[src/rtl/picorv_pcpi_sched.sv]
// PCPI request sequencer: broadcasts a latched request to NCOP coprocessors,
// forwards the lowest-index claim, or traps when nobody claims in time.
module picorv_pcpi_sched #(
    parameter int NCOP    = 4,
    parameter int XLEN    = 32,
    parameter int ILEN    = 32,
    parameter int TIMEOUT = 16
) (
    input  logic                 clock,
    input  logic                 resetn,
    input  logic                 pcpi_valid,
    input  logic [ILEN-1:0]      pcpi_insn,
    input  logic [XLEN-1:0]      pcpi_rs1_data,
    input  logic [XLEN-1:0]      pcpi_rs2_data,
    output logic                 pcpi_ready,
    output logic                 pcpi_trap,
    output logic                 pcpi_wb_write,
    output logic [XLEN-1:0]      pcpi_wb_data,
    output logic                 pcpi_br_enable,
    output logic [XLEN-1:0]      pcpi_br_nextpc,
    input  logic [NCOP-1:0]      cop_enable,
    output logic [NCOP-1:0]      cop_valid,
    output logic [ILEN-1:0]      cop_insn,
    output logic [XLEN-1:0]      cop_rs1_data,
    output logic [XLEN-1:0]      cop_rs2_data,
    input  logic [NCOP-1:0]      cop_ready,
    input  logic [NCOP-1:0]      cop_wb_write,
    input  logic [NCOP*XLEN-1:0] cop_wb_data,
    input  logic [NCOP-1:0]      cop_br_enable,
    input  logic [NCOP*XLEN-1:0] cop_br_nextpc,
    output logic                 cop_collide
);

    localparam int CW = (TIMEOUT < 2) ? 1 : $clog2(TIMEOUT + 1);

    typedef enum logic [1:0] {
        IDLE,
        DISPATCH,
        DONE
    } state_t;

    state_t          state_q;
    logic [CW-1:0]   cnt_q;
    logic [NCOP-1:0] cop_valid_q;
    logic [ILEN-1:0] insn_q;
    logic [XLEN-1:0] rs1_q;
    logic [XLEN-1:0] rs2_q;
    logic            ready_q;
    logic            trap_q;
    logic            wb_write_q;
    logic [XLEN-1:0] wb_data_q;
    logic            br_enable_q;
    logic [XLEN-1:0] br_nextpc_q;
    logic            collide_q;

    logic [NCOP-1:0] hit_d;
    logic            multi_d;
    logic            found_d;
    logic            pick_wbw_d;
    logic [XLEN-1:0] pick_wbd_d;
    logic            pick_bre_d;
    logic [XLEN-1:0] pick_brpc_d;

    // Priority pick: lowest-index slot among those currently strobed.
    always_comb begin
        hit_d       = cop_ready & cop_valid_q;
        multi_d     = |(hit_d & (hit_d - NCOP'(1)));
        found_d     = 1'b0;
        pick_wbw_d  = 1'b0;
        pick_wbd_d  = '0;
        pick_bre_d  = 1'b0;
        pick_brpc_d = '0;
        for (int i = 0; i < NCOP; i++) begin
            if (hit_d[i] && !found_d) begin
                found_d     = 1'b1;
                pick_wbw_d  = cop_wb_write[i];
                pick_wbd_d  = cop_wb_data[i*XLEN +: XLEN];
                pick_bre_d  = cop_br_enable[i];
                pick_brpc_d = cop_br_nextpc[i*XLEN +: XLEN];
            end
        end
    end

    always_ff @(posedge clock or negedge resetn) begin
        if (!resetn) begin
            state_q     <= IDLE;
            cnt_q       <= '0;
            cop_valid_q <= '0;
            insn_q      <= '0;
            rs1_q       <= '0;
            rs2_q       <= '0;
            ready_q     <= 1'b0;
            trap_q      <= 1'b0;
            wb_write_q  <= 1'b0;
            wb_data_q   <= '0;
            br_enable_q <= 1'b0;
            br_nextpc_q <= '0;
            collide_q   <= 1'b0;
        end else begin
            ready_q     <= 1'b0;
            trap_q      <= 1'b0;
            wb_write_q  <= 1'b0;
            wb_data_q   <= '0;
            br_enable_q <= 1'b0;
            br_nextpc_q <= '0;
            collide_q   <= 1'b0;
            unique case (state_q)
                IDLE: begin
                    cop_valid_q <= '0;
                    if (pcpi_valid) begin
                        insn_q      <= pcpi_insn;
                        rs1_q       <= pcpi_rs1_data;
                        rs2_q       <= pcpi_rs2_data;
                        cnt_q       <= CW'(TIMEOUT);
                        cop_valid_q <= cop_enable;
                        state_q     <= DISPATCH;
                    end
                end
                DISPATCH: begin
                    if (!pcpi_valid) begin
                        cop_valid_q <= '0;
                        state_q     <= IDLE;
                    end else if (found_d) begin
                        cop_valid_q <= '0;
                        ready_q     <= 1'b1;
                        wb_write_q  <= pick_wbw_d;
                        wb_data_q   <= pick_wbd_d;
                        br_enable_q <= pick_bre_d;
                        br_nextpc_q <= pick_brpc_d;
                        collide_q   <= multi_d;
                        state_q     <= DONE;
                    end else if (TIMEOUT != 0 && cnt_q == CW'(1)) begin
                        cop_valid_q <= '0;
                        ready_q     <= 1'b1;
                        trap_q      <= 1'b1;
                        state_q     <= DONE;
                    end else begin
                        cop_valid_q <= cop_enable;
                        if (TIMEOUT != 0) cnt_q <= cnt_q - CW'(1);
                    end
                end
                DONE: begin
                    cop_valid_q <= '0;
                    state_q     <= IDLE;
                end
                default: begin
                    cop_valid_q <= '0;
                    state_q     <= IDLE;
                end
            endcase
        end
    end

    assign pcpi_ready     = ready_q;
    assign pcpi_trap      = trap_q;
    assign pcpi_wb_write  = wb_write_q;
    assign pcpi_wb_data   = wb_data_q;
    assign pcpi_br_enable = br_enable_q;
    assign pcpi_br_nextpc = br_nextpc_q;
    assign cop_valid      = cop_valid_q;
    assign cop_insn       = insn_q;
    assign cop_rs1_data   = rs1_q;
    assign cop_rs2_data   = rs2_q;
    assign cop_collide    = collide_q;

endmodule

[config.mk]
export PLATFORM = sky130hd
export DESIGN_NAME = picorv_pcpi_sched
export DESIGN_NICKNAME = d
export VERILOG_FILES = /design/src/rtl/picorv_pcpi_sched.sv
export SDC_FILE = /design/constraint.sdc
export NUM_CORES = 1
export LEC_CHECK = 0
export ABC_AREA = 0
export ABC_CLOCK_PERIOD_IN_PS = 2009
export BUFFER_PORTS_ARGS = -buffer_cell sky130_fd_sc_hd__buf_2
export CORE_AREA = 2 2 210 212
export DETAILED_ROUTE_END_ITERATION = 8
export DIE_AREA = 0 0 212 214
export PLACE_DENSITY = 0.51
export SLEW_MARGIN = 10
export SYNTH_ARGS = -nofsm -noshare
export SYNTH_HDL_FRONTEND = slang
export SYNTH_SLANG_ARGS = --single-unit
[constraint.sdc]
create_clock -name clock -period 2.01 [get_ports clock]
set_input_delay 0.201 -clock clock [delete_from_list [all_inputs] [get_ports clock]]
set_output_delay 0.201 -clock clock [all_outputs]
set_load 0.01 [all_outputs]
==> impl_metrics.ini <==
[clock_network]
htree_levels = 4
clock_sinks = 176
cts_buffers = 17
clock_latency_ns = 0.48
clock-root-buffer = clkbuf_16
tritoncts = built
clockBufferDepth = 2
clk_pin_slew_ns = 0.07

[placement]
portBuffers = 539
dp_hpwl_um = 24700
gp_congestion = 0.944
placed_cells = 1607

[sta]
post-route-period-util_pct = 94.8
rsz0062_at_grt = no
fmax_ghz = 0.525
tightestPinTransition_ns = 0.814
final.min_clock_period_ns = 1.91
finalClockSkew_ns = 0.0134
slew_headroom_pct = 45.7
final-hold-violation-count = 0
slew_violations = 0
setup_viol = 0

[logic_synthesis]
synth.avg_cell_area_um2 = 14.4
synth_area_um2 = 7260
yosysSeqAreaShare_pct = 60.6
synth_top_area_share_pct = 60.6
synth.area.top_cells = dfrtp_1 (61%), mux2_2 (15%), a222oi_1 (9.2%)
ys_warn_count = 0
synthesis.nets = 879
yosys.area.top_type = dfrtp_1
post_synth_num_cell_types = 31
ys_ff_latch = 176
synthCells = 506

[critical_path]
cp-end-kind = flip-flop
timing.rr.start = cop_valid[1]
startpoint_type = flip-flop
required_ns = 2.40
path_class = reg2reg
critPathMaxFanout = 20
arrival_ns = 2.30
startpoint = cop_valid[1]

[power]
p_per_area_nw_per_um2 = 980
p_leak_nw = 6.65
ir_worst_vdd_mv = 0.465
power.total_mw = 13.7

[layout]
final_common_cell = buf_2
final_cell_mix = buf_2 (538), dlygate4sd3_1 (253), dfrtp_1 (176), mux2_2 (96), a222oi_1 (67)
nNetsFinal = 1669
syn_to_final_growth_pct = 92.8
stdcell_count = 1897
drive_gt1_share_pct = 53.2

[die]
fp.dieArea_um2 = 45400
die_w_um = 212
core_area_um2 = 42900
io-pin-count = 540
die_height_um = 214
start_util_pct = 16.9
rows = 76

[grt]
antenna_found_initial = 6
grt_pass1_vias = 8954
grt.total_usage_pct = 15.1
grt_first_pass_wirelength_um = 51100
grt_max_degree = 67
grt_overflow = 0

[detailed_routing]
drtPass1Iterations = 9
num_vias = 8097
drtAntennaViolNets = 0
met2_length_um = 16700
wl_um = 34800
avgRoutedWirePerCell_um = 18.4
top_layer = met5
wl_met3_um = 3010
vias_per_cell = 4.27
m1WireLength_um = 12900
drtIter0Drc = 743
drc_errors = 0

[flow_run]
maxCapViolations = 0

[worst_hold_path]
hp-class = in2reg
worstHoldStart = cop_wb_data[15]

[status]
status = completed
[metrics by stage]
stage | worst slack (ns) | utilization (%) | TNS [ns] | instance area, um^2 | hold slack, ns
after floorplan | 0.216 | - | 0 | 7260 | -0.0946
after global placement | -0.0567 | 25.3 | -1.17 | 10800 | 0.202
final | 0.104 | 32.6 | 0 | 14000 | 0.0542
after global routing | 0.0112 | 32.6 | 0 | 14000 | 0.0243
after detailed placement | -0.0968 | 25.3 | -1.71 | 10800 | 0.208
after CTS | 0.0825 | 32.6 | 0 | 14000 | 0.000116
[path summary, 6_finish.rpt]
kind,to,slack [ns],cells past startpoint
max,pcpi_wb_data[19],0.10,5
min,pcpi_wb_data[15],0.05,3
max in group asynchronous,cop_insn[0],1.09,3
min reg2reg,cnt_q[4],0.49,1
min in group asynchronous,cop_rs2_data[28],0.27,2
max reg2reg,pcpi_wb_data[19],0.10,5
[where the power goes]
group | internal [mW] | total (mW) | switching (mW)
clock | 2.02 | 3.47 | 1.45
combinational | 2.62 | 5.01 | 2.39
sequential | 4.67 | 5.24 | 0.573
total | 9.30 | 13.7 | 4.42
[metal layers]
metal,up-vias,global-route usage [%]
met4,4,10.5
met5,-,0
met1,3859,15.9
li1,3634,-
met2,503,25.5
met3,97,4.75
[final cells by class]
class / count / area [um^2]
diodes: 3 / 7.51
clock buffers: 23 / 468
clock inverters: 9 / 133
fillers: 4256 / 28900
inverters: 3 / 11.3
multi-input cells: 281 / 2680
flip-flops and latches: 176 / 4400
well taps: 585 / 732
repair buffers: 817 / 5570
[sequential cells by signal, indices dropped and copies added, names as in the netlist, 2 cells and up]
name            cells
cnt_q               5
cop_insn           32
cop_rs1_data       32
cop_rs2_data       32
cop_valid           4
pcpi_br_nextpc     32
pcpi_wb_data       32
state_q             2
[kinds of logic (layout without fill, tap and decap cells)]
kind of cell	after synthesis	in the layout	share of synthesized area [%]
buffers and inverters	50	852	3.07
AO/OA/AOI/OAI	144	144	18.1
adder cells (fa/ha/maj)	3	3	0.482
AND/OR/NAND/NOR	37	38	2.79
multiplexers	96	96	14.9
flip-flops	176	176	60.6
other	0	3	0
[cells in the mapped netlist, drive strengths merged]
| master | n |
|---|---|
| a21oi | 1 |
| a222oi | 67 |
| a31oi | 4 |
| a41o | 1 |
| and2 | 5 |
| and3 | 1 |
| and3b | 1 |
| buf | 18 |
| clkbuf | 29 |
| dfrtp | 176 |
| ha | 2 |
| inv | 3 |
| maj3 | 1 |
| mux2 | 96 |
| nand2 | 12 |
| nand2b | 1 |
| nand3 | 3 |
| nand3b | 1 |
| nor2 | 5 |
| nor2b | 1 |
| nor3 | 3 |
| nor3b | 3 |
| o21ai | 4 |
| o2bb2ai | 66 |
| o41ai | 1 |
| or4b | 1 |
[critical path, cell delays in order (launching register included)]
cell and delay [ns]:
dfrtp_1 0.38, nand2_1 0.20, nor2_4 0.60, buf_4 0.33
a222oi_1 0.12, o2bb2ai_1 0.19
[timing repair]
action,4_1_cts,5_1_grt
endpoints found under the setup margin,29,6
buffers inserted,0,1
endpoints found under the hold margin,208,0
hold buffers,253,0
resized for setup,0,3
pin swaps,1,1
cloned,1,0
(Power assumes the default switching activity.)
